**src/rtl/sramif_fifo_pf.sv**
```systemverilog
// sramif_fifo_pf: show-ahead FIFO for the SRAM-interface pipelines.
// Arbitrary depth, exact occupancy count, programmable almost-full/empty
// thresholds, sticky overflow/underflow flags and a high-water-mark monitor.
module sramif_fifo_pf #(
    parameter int unsigned WIDTH = 128,
    parameter int unsigned DEPTH = 6,
    localparam int unsigned CNT_W = $clog2(DEPTH + 1)
) (
    input  logic             clk,
    input  logic             rst_n,
    input  logic             flush,
    input  logic             write,
    input  logic [WIDTH-1:0] data_in,
    input  logic             read,
    output logic [WIDTH-1:0] data_out,
    input  logic [CNT_W-1:0] afull_thr,
    input  logic [CNT_W-1:0] aempty_thr,
    input  logic             err_clr,
    output logic [CNT_W-1:0] count,
    output logic             full,
    output logic             empty,
    output logic             almost_full,
    output logic             almost_empty,
    output logic             overflow,
    output logic             underflow,
    output logic [CNT_W-1:0] max_level
);

    localparam int unsigned PTR_W = $clog2(DEPTH);
    localparam logic [PTR_W-1:0] LAST_PTR = PTR_W'(DEPTH - 1);
    localparam logic [CNT_W-1:0] FULL_CNT = CNT_W'(DEPTH);

    logic [WIDTH-1:0] mem_q [DEPTH];
    logic [PTR_W-1:0] wr_ptr_q, wr_ptr_d;
    logic [PTR_W-1:0] rd_ptr_q, rd_ptr_d;
    logic [CNT_W-1:0] count_q, count_d;
    logic [CNT_W-1:0] max_q, max_d;
    logic             ovf_q, ovf_d;
    logic             unf_q, unf_d;
    logic             wr_acc, rd_acc;

    // Status flags straight from the registered count and live thresholds
    always_comb begin
        full         = (count_q == FULL_CNT);
        empty        = (count_q == '0);
        almost_full  = (count_q >= afull_thr);
        almost_empty = (count_q <= aempty_thr);
    end

    // Acceptance on current state; flush swallows both requests
    always_comb begin
        wr_acc = write & ~full & ~flush;
        rd_acc = read & ~empty & ~flush;
    end

    // Next-state for pointers, count, error flags and high-water mark
    always_comb begin
        wr_ptr_d = wr_ptr_q;
        rd_ptr_d = rd_ptr_q;
        count_d  = count_q;
        ovf_d    = ovf_q;
        unf_d    = unf_q;
        max_d    = max_q;
        if (flush) begin
            wr_ptr_d = '0;
            rd_ptr_d = '0;
            count_d  = '0;
            ovf_d    = 1'b0;
            unf_d    = 1'b0;
            max_d    = '0;
        end else begin
            // Explicit wrap so non-power-of-2 depths work
            if (wr_acc) begin
                wr_ptr_d = (wr_ptr_q == LAST_PTR) ? '0 : wr_ptr_q + PTR_W'(1);
            end
            if (rd_acc) begin
                rd_ptr_d = (rd_ptr_q == LAST_PTR) ? '0 : rd_ptr_q + PTR_W'(1);
            end
            if (wr_acc && !rd_acc) begin
                count_d = count_q + CNT_W'(1);
            end else if (rd_acc && !wr_acc) begin
                count_d = count_q - CNT_W'(1);
            end
            // A new error event beats a same-cycle clear
            if (write && full) begin
                ovf_d = 1'b1;
            end else if (err_clr) begin
                ovf_d = 1'b0;
            end
            if (read && empty) begin
                unf_d = 1'b1;
            end else if (err_clr) begin
                unf_d = 1'b0;
            end
            if (count_d > max_q) begin
                max_d = count_d;
            end
        end
    end

    // Control state registers
    always_ff @(posedge clk or negedge rst_n) begin
        if (!rst_n) begin
            wr_ptr_q <= '0;
            rd_ptr_q <= '0;
            count_q  <= '0;
            ovf_q    <= 1'b0;
            unf_q    <= 1'b0;
            max_q    <= '0;
        end else begin
            wr_ptr_q <= wr_ptr_d;
            rd_ptr_q <= rd_ptr_d;
            count_q  <= count_d;
            ovf_q    <= ovf_d;
            unf_q    <= unf_d;
            max_q    <= max_d;
        end
    end

    // Storage array; flush leaves contents in place
    always_ff @(posedge clk or negedge rst_n) begin
        if (!rst_n) begin
            for (int i = 0; i < DEPTH; i++) begin
                mem_q[i] <= '0;
            end
        end else if (wr_acc) begin
            mem_q[wr_ptr_q] <= data_in;
        end
    end

    // Show-ahead head entry and registered outputs
    always_comb begin
        data_out  = mem_q[rd_ptr_q];
        count     = count_q;
        overflow  = ovf_q;
        underflow = unf_q;
        max_level = max_q;
    end

endmodule

```
**config.mk**
```make
export PLATFORM = sky130hd
export DESIGN_NAME = sramif_fifo_pf
export DESIGN_NICKNAME = d
export VERILOG_FILES = /design/src/rtl/sramif_fifo_pf.sv
export SDC_FILE = /design/constraint.sdc
export NUM_CORES = 1
export LEC_CHECK = 0
export ABC_AREA = 1
export CORE_MARGIN = 2
export CORE_UTILIZATION = 41
export DETAILED_ROUTE_END_ITERATION = 8
export PLACE_DENSITY = 0.59
export SLEW_MARGIN = 20
export SYNTH_ARGS = -nofsm -noshare
export SYNTH_HDL_FRONTEND = slang
export SYNTH_SLANG_ARGS = --single-unit
```
**constraint.sdc**
```tcl
create_clock -name clk -period 2.5 [get_ports clk]
set_input_delay 0.5 -clock clk [delete_from_list [all_inputs] [get_ports clk]]
set_output_delay 0.5 -clock clk [all_outputs]
set_load 0.005 [all_outputs]
```
# Yosys cells after proc, flatten, opt, wreduce, memory -nomap -nowiden
# Cells that the tools add are included.
classes:
  n_addsub: 4
  n_lt_le_gt_ge: 6
  n_eq_ne: 3
  n_mux: 23
  bitwise_logic: 9
  n_reduce_logical: 13
op_table:
  columns: ["cell", "count"]
  rows:
  - ["768-bit bitwise mux", 1]
  - ["128-bit binary-select mux with 3-bit select", 1]
  - ["128-bit demux with 3-bit select", 1]
  - ["128-bit 2-to-1 mux", 3]
  - ["3-bit 2-to-1 mux", 12]
  - ["3-bit by 1-bit adder with 3-bit output (second input constant)", 3]
  - ["3-bit == test (second input constant)", 3]
  - ["4-bit greater-or-equal comparator (second input constant)", 2]
  - ["3-bit inverter with 4-bit output", 2]
  - ["2-bit nonzero test", 3]
  - ["3-bit nonzero test", 2]
  - ["1-bit logical AND", 5]
  - ["1-bit 2-to-1 mux", 5]
  - ["1-bit bitwise AND", 4]
  - ["4-bit by 1-bit less-than comparator with 1-bit output (second input constant)", 1]
  - ["3-bit greater-or-equal comparator", 1]
  - ["3-bit greater-than comparator", 1]
  - ["3-bit less-or-equal comparator", 1]
  - ["3-bit logical NOT", 1]
  - ["1-bit inverter", 3]
  - ["3-bit by 1-bit subtractor with 3-bit output (second input constant)", 1]
  - ["1-bit logical NOT", 2]
totals:
  regBits: 782
  output_inout_bits: 140

# Longest topological paths before layout
depth:
  ltp_word: 12
  ltp_mapped: 18
  mapped_depth_nobuf: 18

# Worst setup path before layout
# Ideal clock, no wire load.
synth_path:
  path_kind: "register to register"
  from: "register count_q[0] (netlist: count[0])"
  to: "register max_q[0] (netlist: max_level[0])"
  arrival_ps: 2094
  required_time_ps: 2373
  slack_ps: 279
  path_stages_with_launch: 17
  n_path_buf: 0
  cell_sequence: "dfrtp_1 inv_1 ha_1 nand2_1 nand2_2 nor2_4 nand2_1 nor2_1 nor3_1 ha_1 nand2_1 o21ai_0 nand2_1 nand2_1 inv_1 nand2_1 o21ai_0"
synth_via:
  elab_chain_cells: 11
  elab_cells_between_ends: 21
  classes_between: "add/sub (2); order compare (1); eq/ne (1); mux (5); bitwise (6); reduce/logical (6)"
synth_rtl:
  columns: ["item", "line", "source"]
  rows:
  - ["from (decl)", "36", "logic [CNT_W-1:0] count_q, count_d;"]
  - ["from (signal assigned)", "113", "count_q <= count_d;"]
  - ["3-bit == test", "44", "full = (count_q == FULL_CNT);"]
  - ["1-bit inverter", "52", "wr_acc = write & ~full & ~flush;"]
  - ["1-bit bitwise AND (2 in series)", "52", null]
  - ["1-bit logical NOT", "81", "end else if (rd_acc && !wr_acc) begin"]
  - ["1-bit logical AND", "81", null]
  - ["3-bit 2-to-1 mux", "81", null]
  - ["3-bit 2-to-1 mux (*)", "79", "if (wr_acc && !rd_acc) begin"]
  - ["3-bit 2-to-1 mux (*)", "64", "if (flush) begin"]
  - ["3-bit greater-than comparator / 3-bit 2-to-1 mux (equally long branches)", "95", "if (count_d > max_q) begin"]
  - ["2-bit nonzero test (no source line) / 3-bit 2-to-1 mux (equally long branches)", null, null]
  - ["to (signal assigned)", "116", "max_q <= max_d;"]
  - ["to (decl)", "37", "logic [CNT_W-1:0] max_q, max_d;"]
# Every way passes the cells marked *; elsewhere a longest branch is shown, timed or not. The select of a mux whose other input is x is not followed.
# A chain may end at the register's enable or synchronous reset.

# Worst setup path after layout
layout_path:
  from: "register rd_ptr_q[0]"
  to: "output port data_out[98]"
layout_via:
  elab_chain_cells: 4
layout_rtl:
  columns: ["item", "line", "source"]
  rows:
  - ["from (decl)", "35", "logic [PTR_W-1:0] rd_ptr_q, rd_ptr_d;"]
  - ["from (signal assigned)", "112", "rd_ptr_q <= rd_ptr_d;"]
  - ["3-bit inverter with 4-bit output (implied by the code)", "133", "data_out = mem_q[rd_ptr_q];"]
  - ["128-bit binary-select mux with 3-bit select", "133", null]
  - ["128-bit 2-to-1 mux (implied by the code) (2 in series)", "133", null]
  - ["to (decl)", "15", "output logic [WIDTH-1:0] data_out,"]
# Every way passes these cells. The select of a mux whose other input is x is not followed.

==> reports/results.tsv <==
metric	value	unit
outcome	finished with violations	
violations	setup timing	
yosys-top-cells-area	dfrtp_1, o21ai_0, nand2_1	
clockBufferDepth	3	
clkTransAtPathRegs	0.06	ns
rows	108	
ys_ff_latch	782	
dp_hpwl	62900	um
synth.avg_cell_area	8.13	sq um
met3_usage	0.0308	
grt_use_total	0.230	
cp.required	2.00	ns
peakVddDrop	0.000470	V
start_util	0.413	
ys_seq_area_frac	0.547	
drv_slew	0	
die_h	299	um
io_pins	280	
synth_cell_type_count	25	
path_depth	10	
critPathMostFrequentCell	buf_12	
skew	0.0146	ns
first_pass_iters	6	
drc_errors	0	
synthTopCellsByCount	nand2_1, o21ai_0, dfrtp_1	
endpoint_kind	output pin	
drt_iter0_markers	2389	
yosysWarnings	0	
cap_violations	0	
dpl.cell_count	5738	
fin_util	0.540	
fill_cells	7965	
max-slew-margin-rel	0.610	
tightest_slew	0.585	ns
critPathMaxStageDelay	0.53	ns
grt_first_pass_wirelength	166000	um
design.core.area	86600	sq um
ys.flop_type	dfrtp_1	
setup.worst_path.class	flop to output pin	
die_x	299	um
overflow	0	
cp_data_arrival_time	2.45	ns
ctsHtreeMaxLevel	3	
setup_viol	128	
fmax	339	MHz
place_congestion	0.777	
viasPerCell	5.13	
met2_usage	0.375	
numPortBuffers	279	
wl_per_cell	18.2	um
finalWirelength	110000	um
grt_pass1_vias	29795	
yosys.area.top_type	dfrtp_1	
cts_buffers	87	
whs	0.396	ns
synth_edf_count	0	
path_max_fanout	7	
setup_slack	-0.448	ns
multiInputGateArea	13100	sq um
cts.sinks	782	
p_leak	22.4	nW
num_vias	30964	
slowest_stage	dfrtp_4	
finalHoldViolations	0	
async_flop_share	1.00	
hold_path_class	input pin to asynchronous set/reset pin	
final_layout_size_suffix_gt1_frac	0.156	
syn_inst	4400	
layout.nets	4960	
regArea	19600	sq um
power	0.0404	W
power.density	864	nW/um^2
worstRegToRegCells	13	
synthesis.area	35800	sq um
antenna_found_initial	1	
path_delay_family	buffers and inverters	
synth_most_common_cell	nand2_1	
die-area	89700	sq um
grt.busiest_layer	met2	
syn2layout_area_growth	30.7	%
insertion_delay	0.62	ns
rsz0062_at_grt	true	
crit_path_start_kind	flop	
path_cells	buf_12, clkinv_8, nand2_8, buf_8, clkbuf_16, buf_12, o221ai_1, nand2_1, o21ai_2, buf_2	
stdcell_count	6035	
grt_max_degree	80	
use_met1	0.322	
ant_nets	0	
critPathBufInv	6	
cts_root_buffer	clkbuf_16	
period_share	1.18	
syn_nets	4553	
cts_tree	done	
synth_top_area_share	0.547	
fin_crit	2.95	ns
## worst paths after layout
| kind | slack, ns | start | endpoint |
|---|---|---|---|
| setup / recovery | -0.45 | rd_ptr_q[0] | data_out[98] |
| hold / removal | 0.40 | rst_n | mem_q[113] |
| setup reg to reg | 0.18 | count[1] | mem_q[735] |
| hold reg to reg | 0.47 | mem_q[588] | mem_q[588] |
| max in group asynchronous | 1.10 | rst_n | mem_q[180] |
| min in group clk | 0.47 | mem_q[588] | mem_q[588] |
## kinds of logic after synthesis
kind of cell / count (synthesis) / share of synthesized area
buffers and inverters: 964 / 0.111
and+or+nand+nor: 1343 / 0.143
AOI/OAI and AO/OA: 1296 / 0.195
DFF: 782 / 0.547
xor gates and xnor gates: 2 / 0.000490
adders and majority gates: 13 / 0.00454
## layer usage
layer  vias to the layer above  wire length [um]
met3                       147              5160
met1                     15161             50600
met2                       795             51900
met5                         -                 0
met4                         0              2370
li1                      14861                 -
## metrics by stage
stage,setup slack (ns),TNS [ns],area (sq um)
after floorplan,0.279,0,35800
after global placement,-0.151,-11.82,41400
after detailed placement,-0.149,-13.22,41400
after CTS,-0.711,-60.71,45000
after global routing,-0.547,-54.52,46800
final,-0.448,-41.89,46800
## power by group
part	switching (W)	internal [W]
combinational	0.00568	0.00431
sequential	0.00118	0.0159
clock	0.00529	0.00806
total	0.0121	0.0282
## placed cells by master, fill, tap and decap left out, drive strengths merged, types with 2 or more instances in the layout
master	count
nand2	1187
o21ai	1030
dfrtp	782
inv	672
buf	409
clkbuf	173
clkdlybuf4s50	146
nor2	135
a21oi	134
o221ai	128
clkinv	17
ha	13
dlymetal6s2s	11
nand3	10
bufinv	7
nand4	5
nor3	5
dlygate4sd2	4
xnor2	2
o211ai	2
clkinvlp	2
## state kept, by name, summed over array words and instances (netlist names)
name and count:
overflow 1, count 3, max_level 3, wr_ptr_q 3
underflow 1, rd_ptr_q 3, mem_q 768
## area by class of cell
class / instances / area share
multi-input combinational: 2654 / 0.280
tap: 1155 / 0.0309
sequential: 782 / 0.419
timing repair buffer: 612 / 0.152
timing repair inverter: 1 / 0.000348
inverter: 669 / 0.0542
clock inverter: 28 / 0.00717
clock buffer: 133 / 0.0569
antenna: 1 / 0.0000535
## worst register-to-register path, stage by stage, from the launching register on
cell and delay (ns):
dfrtp_1 0.38, buf_4 0.14, ha_2 0.16, nand2_2 0.07
nand2_2 0.08, nor2_4 0.11, buf_4 0.15, nand2_2 0.11
nor3_4 0.34, buf_4 0.18, buf_4 0.16, buf_12 0.18
nand2_1 0.06, o21ai_0 0.09
## what timing repair did
action,CTS,global route
endpoints found under the setup margin,132,249
resized for setup,296,604
pin swaps,14,82
setup buffers,21,76
gates cloned,11,30
endpoints found under the hold margin,29,0
hold buffers,1,0
(Power assumes the default switching activity.)
